[src/rtl/hex_display_pkg.sv]
// Shared constants and mode encodings for the seven-segment hex display driver.
package hex_display_pkg;

    localparam int SEG_W = 7;
    localparam logic [SEG_W-1:0] SEG_BLANK = 7'b1111111;
    localparam logic [SEG_W-1:0] SEG_ALL   = 7'b0000000;

    typedef enum logic [1:0] {
        MODE_NORMAL = 2'b00,
        MODE_LZ     = 2'b01,
        MODE_LAMP   = 2'b10,
        MODE_OFF    = 2'b11
    } mode_e;

endpackage

[src/rtl/hex_display_driver_if.sv]
// Data/control bundle between a value source and the hex display driver.
interface hex_display_driver_if #(
    parameter int DIGITS = 4
);
    logic                  load;
    logic [4*DIGITS-1:0]   value;
    logic [1:0]            mode;
    logic [DIGITS-1:0]     blink_mask;
    logic [7*DIGITS-1:0]   seg;
    logic                  updated;

    modport master (
        output load, value, mode, blink_mask,
        input  seg, updated
    );

    modport slave (
        input  load, value, mode, blink_mask,
        output seg, updated
    );
endinterface

[src/rtl/hex_glyph.sv]
// Combinational nibble to active-low abcdefg glyph decode (bit 6 = a, 0 = lit).
module hex_glyph
    import hex_display_pkg::*;
(
    input  logic [3:0]       nibble,
    output logic [SEG_W-1:0] seg
);

    // Glyph lookup table.
    always_comb begin
        seg = SEG_BLANK;
        case (nibble)
            4'h0:    seg = 7'b0000001;
            4'h1:    seg = 7'b1001111;
            4'h2:    seg = 7'b0010010;
            4'h3:    seg = 7'b0000110;
            4'h4:    seg = 7'b1001100;
            4'h5:    seg = 7'b0100100;
            4'h6:    seg = 7'b0100000;
            4'h7:    seg = 7'b0001111;
            4'h8:    seg = 7'b0000000;
            4'h9:    seg = 7'b0001100;
            4'hA:    seg = 7'b0001000;
            4'hB:    seg = 7'b1100000;
            4'hC:    seg = 7'b0110001;
            4'hD:    seg = 7'b1000010;
            4'hE:    seg = 7'b0110000;
            4'hF:    seg = 7'b0111000;
            default: seg = SEG_BLANK;
        endcase
    end

endmodule

[src/rtl/hex_display_driver.sv]
// Multi-digit hex display driver: value capture, leading-zero blanking, lamp test,
// display-off and per-digit blinking, with registered active-low segment outputs.
module hex_display_driver
    import hex_display_pkg::*;
#(
    parameter int DIGITS    = 4,
    parameter int BLINK_DIV = 25_000_000
) (
    input  logic                 clk,
    input  logic                 rst,
    hex_display_driver_if.slave  bus
);

    localparam int CNT_W = (BLINK_DIV > 1) ? $clog2(BLINK_DIV) : 1;
    localparam logic [CNT_W-1:0] CNT_LAST = CNT_W'(BLINK_DIV - 1);

    logic [4*DIGITS-1:0]     value_r;
    logic [CNT_W-1:0]        cnt_r;
    logic                    phase_r;
    logic                    load_d_r;
    logic                    updated_r;
    logic [SEG_W*DIGITS-1:0] seg_r;
    logic [SEG_W*DIGITS-1:0] seg_s;
    logic [SEG_W*DIGITS-1:0] glyph_s;
    logic [DIGITS-1:0]       lz_s;
    mode_e                   mode_s;

    assign mode_s      = mode_e'(bus.mode);
    assign bus.seg     = seg_r;
    assign bus.updated = updated_r;

    for (genvar g = 0; g < DIGITS; g++) begin : g_digit
        hex_glyph u_glyph (
            .nibble (value_r[4*g +: 4]),
            .seg    (glyph_s[SEG_W*g +: SEG_W])
        );
    end

    // Leading-zero chain: lz_s[k] set when nibbles DIGITS-1 down to k are all zero.
    always_comb begin
        lz_s = '0;
        lz_s[DIGITS-1] = (value_r[4*(DIGITS-1) +: 4] == 4'h0);
        for (int k = DIGITS - 2; k >= 0; k--) begin
            lz_s[k] = lz_s[k+1] && (value_r[4*k +: 4] == 4'h0);
        end
    end

    // Per-digit priority: off, lamp test, blink blank, leading-zero blank, glyph.
    always_comb begin
        seg_s = {DIGITS{SEG_BLANK}};
        for (int k = 0; k < DIGITS; k++) begin
            case (mode_s)
                MODE_OFF:  seg_s[SEG_W*k +: SEG_W] = SEG_BLANK;
                MODE_LAMP: seg_s[SEG_W*k +: SEG_W] = SEG_ALL;
                MODE_LZ: begin
                    if (bus.blink_mask[k] && phase_r) begin
                        seg_s[SEG_W*k +: SEG_W] = SEG_BLANK;
                    end else if ((k != 0) && lz_s[k]) begin
                        seg_s[SEG_W*k +: SEG_W] = SEG_BLANK;
                    end else begin
                        seg_s[SEG_W*k +: SEG_W] = glyph_s[SEG_W*k +: SEG_W];
                    end
                end
                MODE_NORMAL: begin
                    if (bus.blink_mask[k] && phase_r) begin
                        seg_s[SEG_W*k +: SEG_W] = SEG_BLANK;
                    end else begin
                        seg_s[SEG_W*k +: SEG_W] = glyph_s[SEG_W*k +: SEG_W];
                    end
                end
                default:   seg_s[SEG_W*k +: SEG_W] = SEG_BLANK;
            endcase
        end
    end

    // Value capture, free-running blink divider, output and updated pipeline.
    always_ff @(posedge clk or posedge rst) begin
        if (rst) begin
            value_r   <= '0;
            cnt_r     <= '0;
            phase_r   <= 1'b0;
            load_d_r  <= 1'b0;
            updated_r <= 1'b0;
            seg_r     <= {DIGITS{SEG_BLANK}};
        end else begin
            if (bus.load) begin
                value_r <= bus.value;
            end
            if (cnt_r == CNT_LAST) begin
                cnt_r   <= '0;
                phase_r <= ~phase_r;
            end else begin
                cnt_r   <= cnt_r + CNT_W'(1);
            end
            // updated trails load by two edges so it coincides with the new seg value.
            load_d_r  <= bus.load;
            updated_r <= load_d_r;
            seg_r     <= seg_s;
        end
    end

endmodule

[src/flat_wrapper.sv]
// flat-port wrapper written by rule: the top's interface ports become plain ports
module hex_display_driver_flat import hex_display_pkg::*;
#(
    parameter int DIGITS    = 4,
    parameter int BLINK_DIV = 25_000_000
)
  (clk, rst, bus_load, bus_value, bus_mode, bus_blink_mask, bus_seg, bus_updated);
  hex_display_driver_if #(.DIGITS(DIGITS)) bus_i ();
  input  logic clk;
  input  logic rst;
  input wire logic [$bits(bus_i.load)-1:0] bus_load;
  input wire logic [$bits(bus_i.value)-1:0] bus_value;
  input wire logic [$bits(bus_i.mode)-1:0] bus_mode;
  input wire logic [$bits(bus_i.blink_mask)-1:0] bus_blink_mask;
  output wire logic [$bits(bus_i.seg)-1:0] bus_seg;
  output wire logic [$bits(bus_i.updated)-1:0] bus_updated;
  assign bus_i.load = bus_load;
  assign bus_i.value = bus_value;
  assign bus_i.mode = bus_mode;
  assign bus_i.blink_mask = bus_blink_mask;
  assign bus_seg = bus_i.seg;
  assign bus_updated = bus_i.updated;
  hex_display_driver #(.DIGITS(DIGITS), .BLINK_DIV(BLINK_DIV)) u_core (.clk(clk), .rst(rst), .bus(bus_i));
endmodule
[config.mk]
export PLATFORM = sky130hd
export DESIGN_NAME = hex_display_driver_flat
export DESIGN_NICKNAME = d
export VERILOG_FILES = /design/src/rtl/hex_display_pkg.sv /design/src/rtl/hex_display_driver_if.sv /design/src/rtl/hex_glyph.sv /design/src/rtl/hex_display_driver.sv /design/src/flat_wrapper.sv
export SDC_FILE = /design/constraint.sdc
export NUM_CORES = 1
export LEC_CHECK = 0
export BUFFER_PORTS_ARGS = -buffer_cell sky130_fd_sc_hd__buf_2
export CAP_MARGIN = 0
export CELL_PAD_IN_SITES_DETAIL_PLACEMENT = 1
export CELL_PAD_IN_SITES_GLOBAL_PLACEMENT = 1
export CORE_MARGIN = 2
export CORE_UTILIZATION = 30
export DETAILED_ROUTE_END_ITERATION = 8
export PLACE_DENSITY = 0.58
export SYNTH_ARGS = -nofsm -noshare
export SYNTH_HDL_FRONTEND = slang
export SYNTH_SLANG_ARGS = --single-unit
[constraint.sdc]
create_clock -name clk -period 4.5 [get_ports clk]
set_clock_uncertainty 0.05 [all_clocks]
set_input_delay 0.9 -clock clk [delete_from_list [all_inputs] [get_ports clk]]
set_output_delay 0.9 -clock clk [all_outputs]
set_load 0.03 [all_outputs]
==> run_results.csv <==
group,metric,value,unit
clock_tree,cts_max_level,3,
timing,finalHoldViolations,0,
logic_synthesis,synth_xor_area_share,4.204,%
clock_tree,cts_setup_buffers,0,
critical_path,critical_path.max_fanout,17,
critical_path,crit_start,"u_core.cnt_r[0]",
timing,max_freq,451.4,MHz
global_routing,grt_pass1_vias,3124,
timing,fin_crit_sh,49.23,%
floorplanning,num_io_pins,54,
logic_synthesis,ys_seq_area_share,48.98,%
clock_tree,clk_pin_slew_worst_paths,60,ps
floorplanning,die_w,115.8,um
critical_path,crit_required,4620,ps
floorplanning,die_h,115.8,um
detailed_routing,first_iter_violations,91,
logic_synthesis,yosys_register_bits,72,
timing,tightestPinTransition,986.9,ps
logic_synthesis,synth_top_family_by_area,"compound AO/OA/AOI/OAI gates",
detailed_routing,viasPerCell,4.918,
logic_synthesis,synthMuxAreaShare,2.636,%
clock_tree,cts-root-buf,"clkbuf_16",
detailed_routing,vias,3000,
final_layout,drive_gt1_share,23.98,%
logic_synthesis,synth_top_area_share,29.36,%
final_layout,fillers,1431,
timing,finalSetupViolCount,0,
timing,setup_tns,0,ps
placed_design,placed_cells,594,
placed_design,io_buffers,53,
logic_synthesis,synth_area,3750,sq um
clock_tree,cts.sinks,72,
critical_path,worst-path-buf-inv,0,
run,drv_cap,0,
pwr,leakage,1.951,nW
critical_path,cp_top_family,"simple AND/OR/NAND/NOR gates",
timing,rsz0062_at_grt,"no",
detailed_routing,firstDrtPassIters,4,
logic_synthesis,synth_nets,436,
global_routing,overflow,0,
floorplanning,initial_core_util,30.96,%
final_layout,diodes,0,
pwr,powerDensity,380.9,nW/um^2
clock_tree,clk_latency,340,ps
logic_synthesis,synth_warnings,0,
logic_synthesis,syn_inst,388,
clock_tree,post_cts_resized,0,
critical_path,startpoint_type,"register",
placed_design,gp_congestion,0.8030,
clock_tree,cts_tree,"built",
detailed_routing,antenna_left,0,
detailed_routing,routed_wl,9126,um
outcome,outcome,"finished clean",
timing,final_max_slew_viol_count,0,
final_layout,design_area,4463,sq um
critical_path,timing.rr.start,"u_core.cnt_r[0]",
floorplanning,design.core.area,12110,sq um
final_layout,fin_nets,485,
critical_path,crit_chain,"ha_1 -> nand3_1 -> nor2_1 -> nor4b_4 -> xor2_1",
timing,fin_crit,2215,ps
critical_path,endpoint_kind,"register",
logic_synthesis,ys_async_sr_fraction,100.0,%
pwr,peakVddDrop,0.0002675,V
logic_synthesis,synth-compound-area-share,16.72,%
logic_synthesis,synthFlopType,"dfrtp_1",
logic_synthesis,synthMostInstantiatedCell,"dfrtp_1",
final_layout,syn2layout_area_growth,19.02,%
critical_path,arrival,2340,ps
placed_design,dpl-instance-area,4190,sq um
logic_synthesis,syn_area_per_cell,9.665,sq um
global_routing,antenna_found_initial,0,
global_routing,grt_max_degree,31,
final_layout,layout.cells.non_filler,610,
critical_path,crit_type,"reg2reg",
timing,whs,315.2,ps
logic_synthesis,ys_top_cells_by_area,"dfrtp_1, dfstp_2, ha_1",
placed_design,dpl.hpwl,6620,um
logic_synthesis,synth-edff-count,0,
logic_synthesis,synthTopCellsByCount,"dfrtp_1, o21ai_0, nand2_1",
floorplanning,fp-row-count,40,
pwr,totalPowerFinal,1.700,mW
global_routing,grt_pass1_wl,15770,um
clock_tree,numCtsBuffers,9,
clock_tree,hold_buffers,0,
critical_path,cp_slowest_cell,"nor4b_4",
timing,relSlewSlack,33.93,%
logic_synthesis,ys_types,42,
floorplanning,die_area,13410,sq um
logic_synthesis,synth-adder-area-share,7.674,%
global_routing,grt_use_total,15.33,%
detailed_routing,routedWlPerCell,14.96,um
hold_path,hold_start,"u_core.load_d_r",
detailed_routing,drc,0,
hold_path,hold_path.class,"reg2reg",
clock_tree,cts_buffer_depth,2,
critical_path,slowest_delay,830,ps
logic_synthesis,synth-simple-area-share,15.95,%
logic_synthesis,yosys.area.top_type,"dfrtp_1",
stage by stage:
step           setup WS, ps  utilization, %
4_1_cts                2175           36.85
2_1_floorplan          1771               -
5_1_grt                1960           36.85
3_5_place_dp           2122           34.60
6_report               2285           36.85
3_3_place_gp           2179           34.60
layout make-up:
| type | count | area (sq um) | area share [%] |
|---|---|---|---|
| Timing Repair Buffer | 56 | 287.8 | 6.448 |
| Multi-Input combinational cell | 278 | 1780 | 39.89 |
| Inverter | 20 | 75.07 | 1.682 |
| Clock inverter | 1 | 5.005 | 0.1121 |
| Tap cell | 168 | 210.2 | 4.710 |
| Clock buffer | 15 | 267.8 | 5.999 |
| Sequential cell | 72 | 1837 | 41.16 |
logic make-up (layout without fill, tap and decap cells):
logic type               count (synthesis)  after routing
AND/OR/NAND/NOR                        117            117
AO/OA/AOI/OAI                          112            112
flip-flops                              72             72
buffers and inverters                   38             92
adder cells (fa/ha/maj)                 23             23
XOR/XNOR                                18             18
multiplexers                             8              8
path summary, 6_finish.rpt:
kind / end / slack, ps / depth (start not counted)
setup / recovery: u_core.phase_r / 2280 / 5
setup reg to reg: u_core.phase_r / 2280 / 5
hold reg to reg: u_core.bus.updated / 320 / 0
max in group asynchronous: u_core.bus.seg[16] / 3160 / 3
min in group asynchronous: u_core.cnt_r[3] / 480 / 2
hold / removal: u_core.bus.updated / 320 / 0
report_power, final:
| part | internal [mW] | switching, mW |
|---|---|---|
| Sequential | 0.715 | 0.0442 |
| Clock | 0.403 | 0.258 |
| Combinational | 0.0967 | 0.184 |
| Total | 1.21 | 0.486 |
cell usage in the layout, fill, tap and decap left out, types with 4 or more instances in the layout:
master     Yosys  layout
clkbuf_16      0       9
nand2_1       42      42
dfrtp_1       44      44
xor2_1         7       7
ha_1          23      23
dfstp_2       28      28
and3_1         4       4
or4_1          4       4
nor3_1         6       6
clkbuf_1      16       4
nand3_1        6       6
nand4_1        8       8
buf_2          1      53
xnor2_1       11      11
a31oi_1       12      12
o21ai_0       43      43
nor2_1        24      24
a21oi_1       39      39
inv_1         20      19
or3_1          5       5
mux2_2         5       5
registers in the layout, indices dropped and copies added (netlist names):
signal and flops:
u_core.phase_r 1, u_core.bus.updated 1, u_core.value_r 16, u_core.load_d_r 1
u_core.bus.seg 28, u_core.cnt_r 25
per-layer routing:
layer / vias up / GRT usage (%) / wire [um]
li1: 1461 / - / -
met1: 1487 / 18.31 / 4110
met2: 40 / 26.00 / 4545
met3: 12 / 5.544 / 339
met4: 0 / 4.524 / 131
met5: - / 0 / 0
No activity file was read; power rests on OpenSTA's default activity.
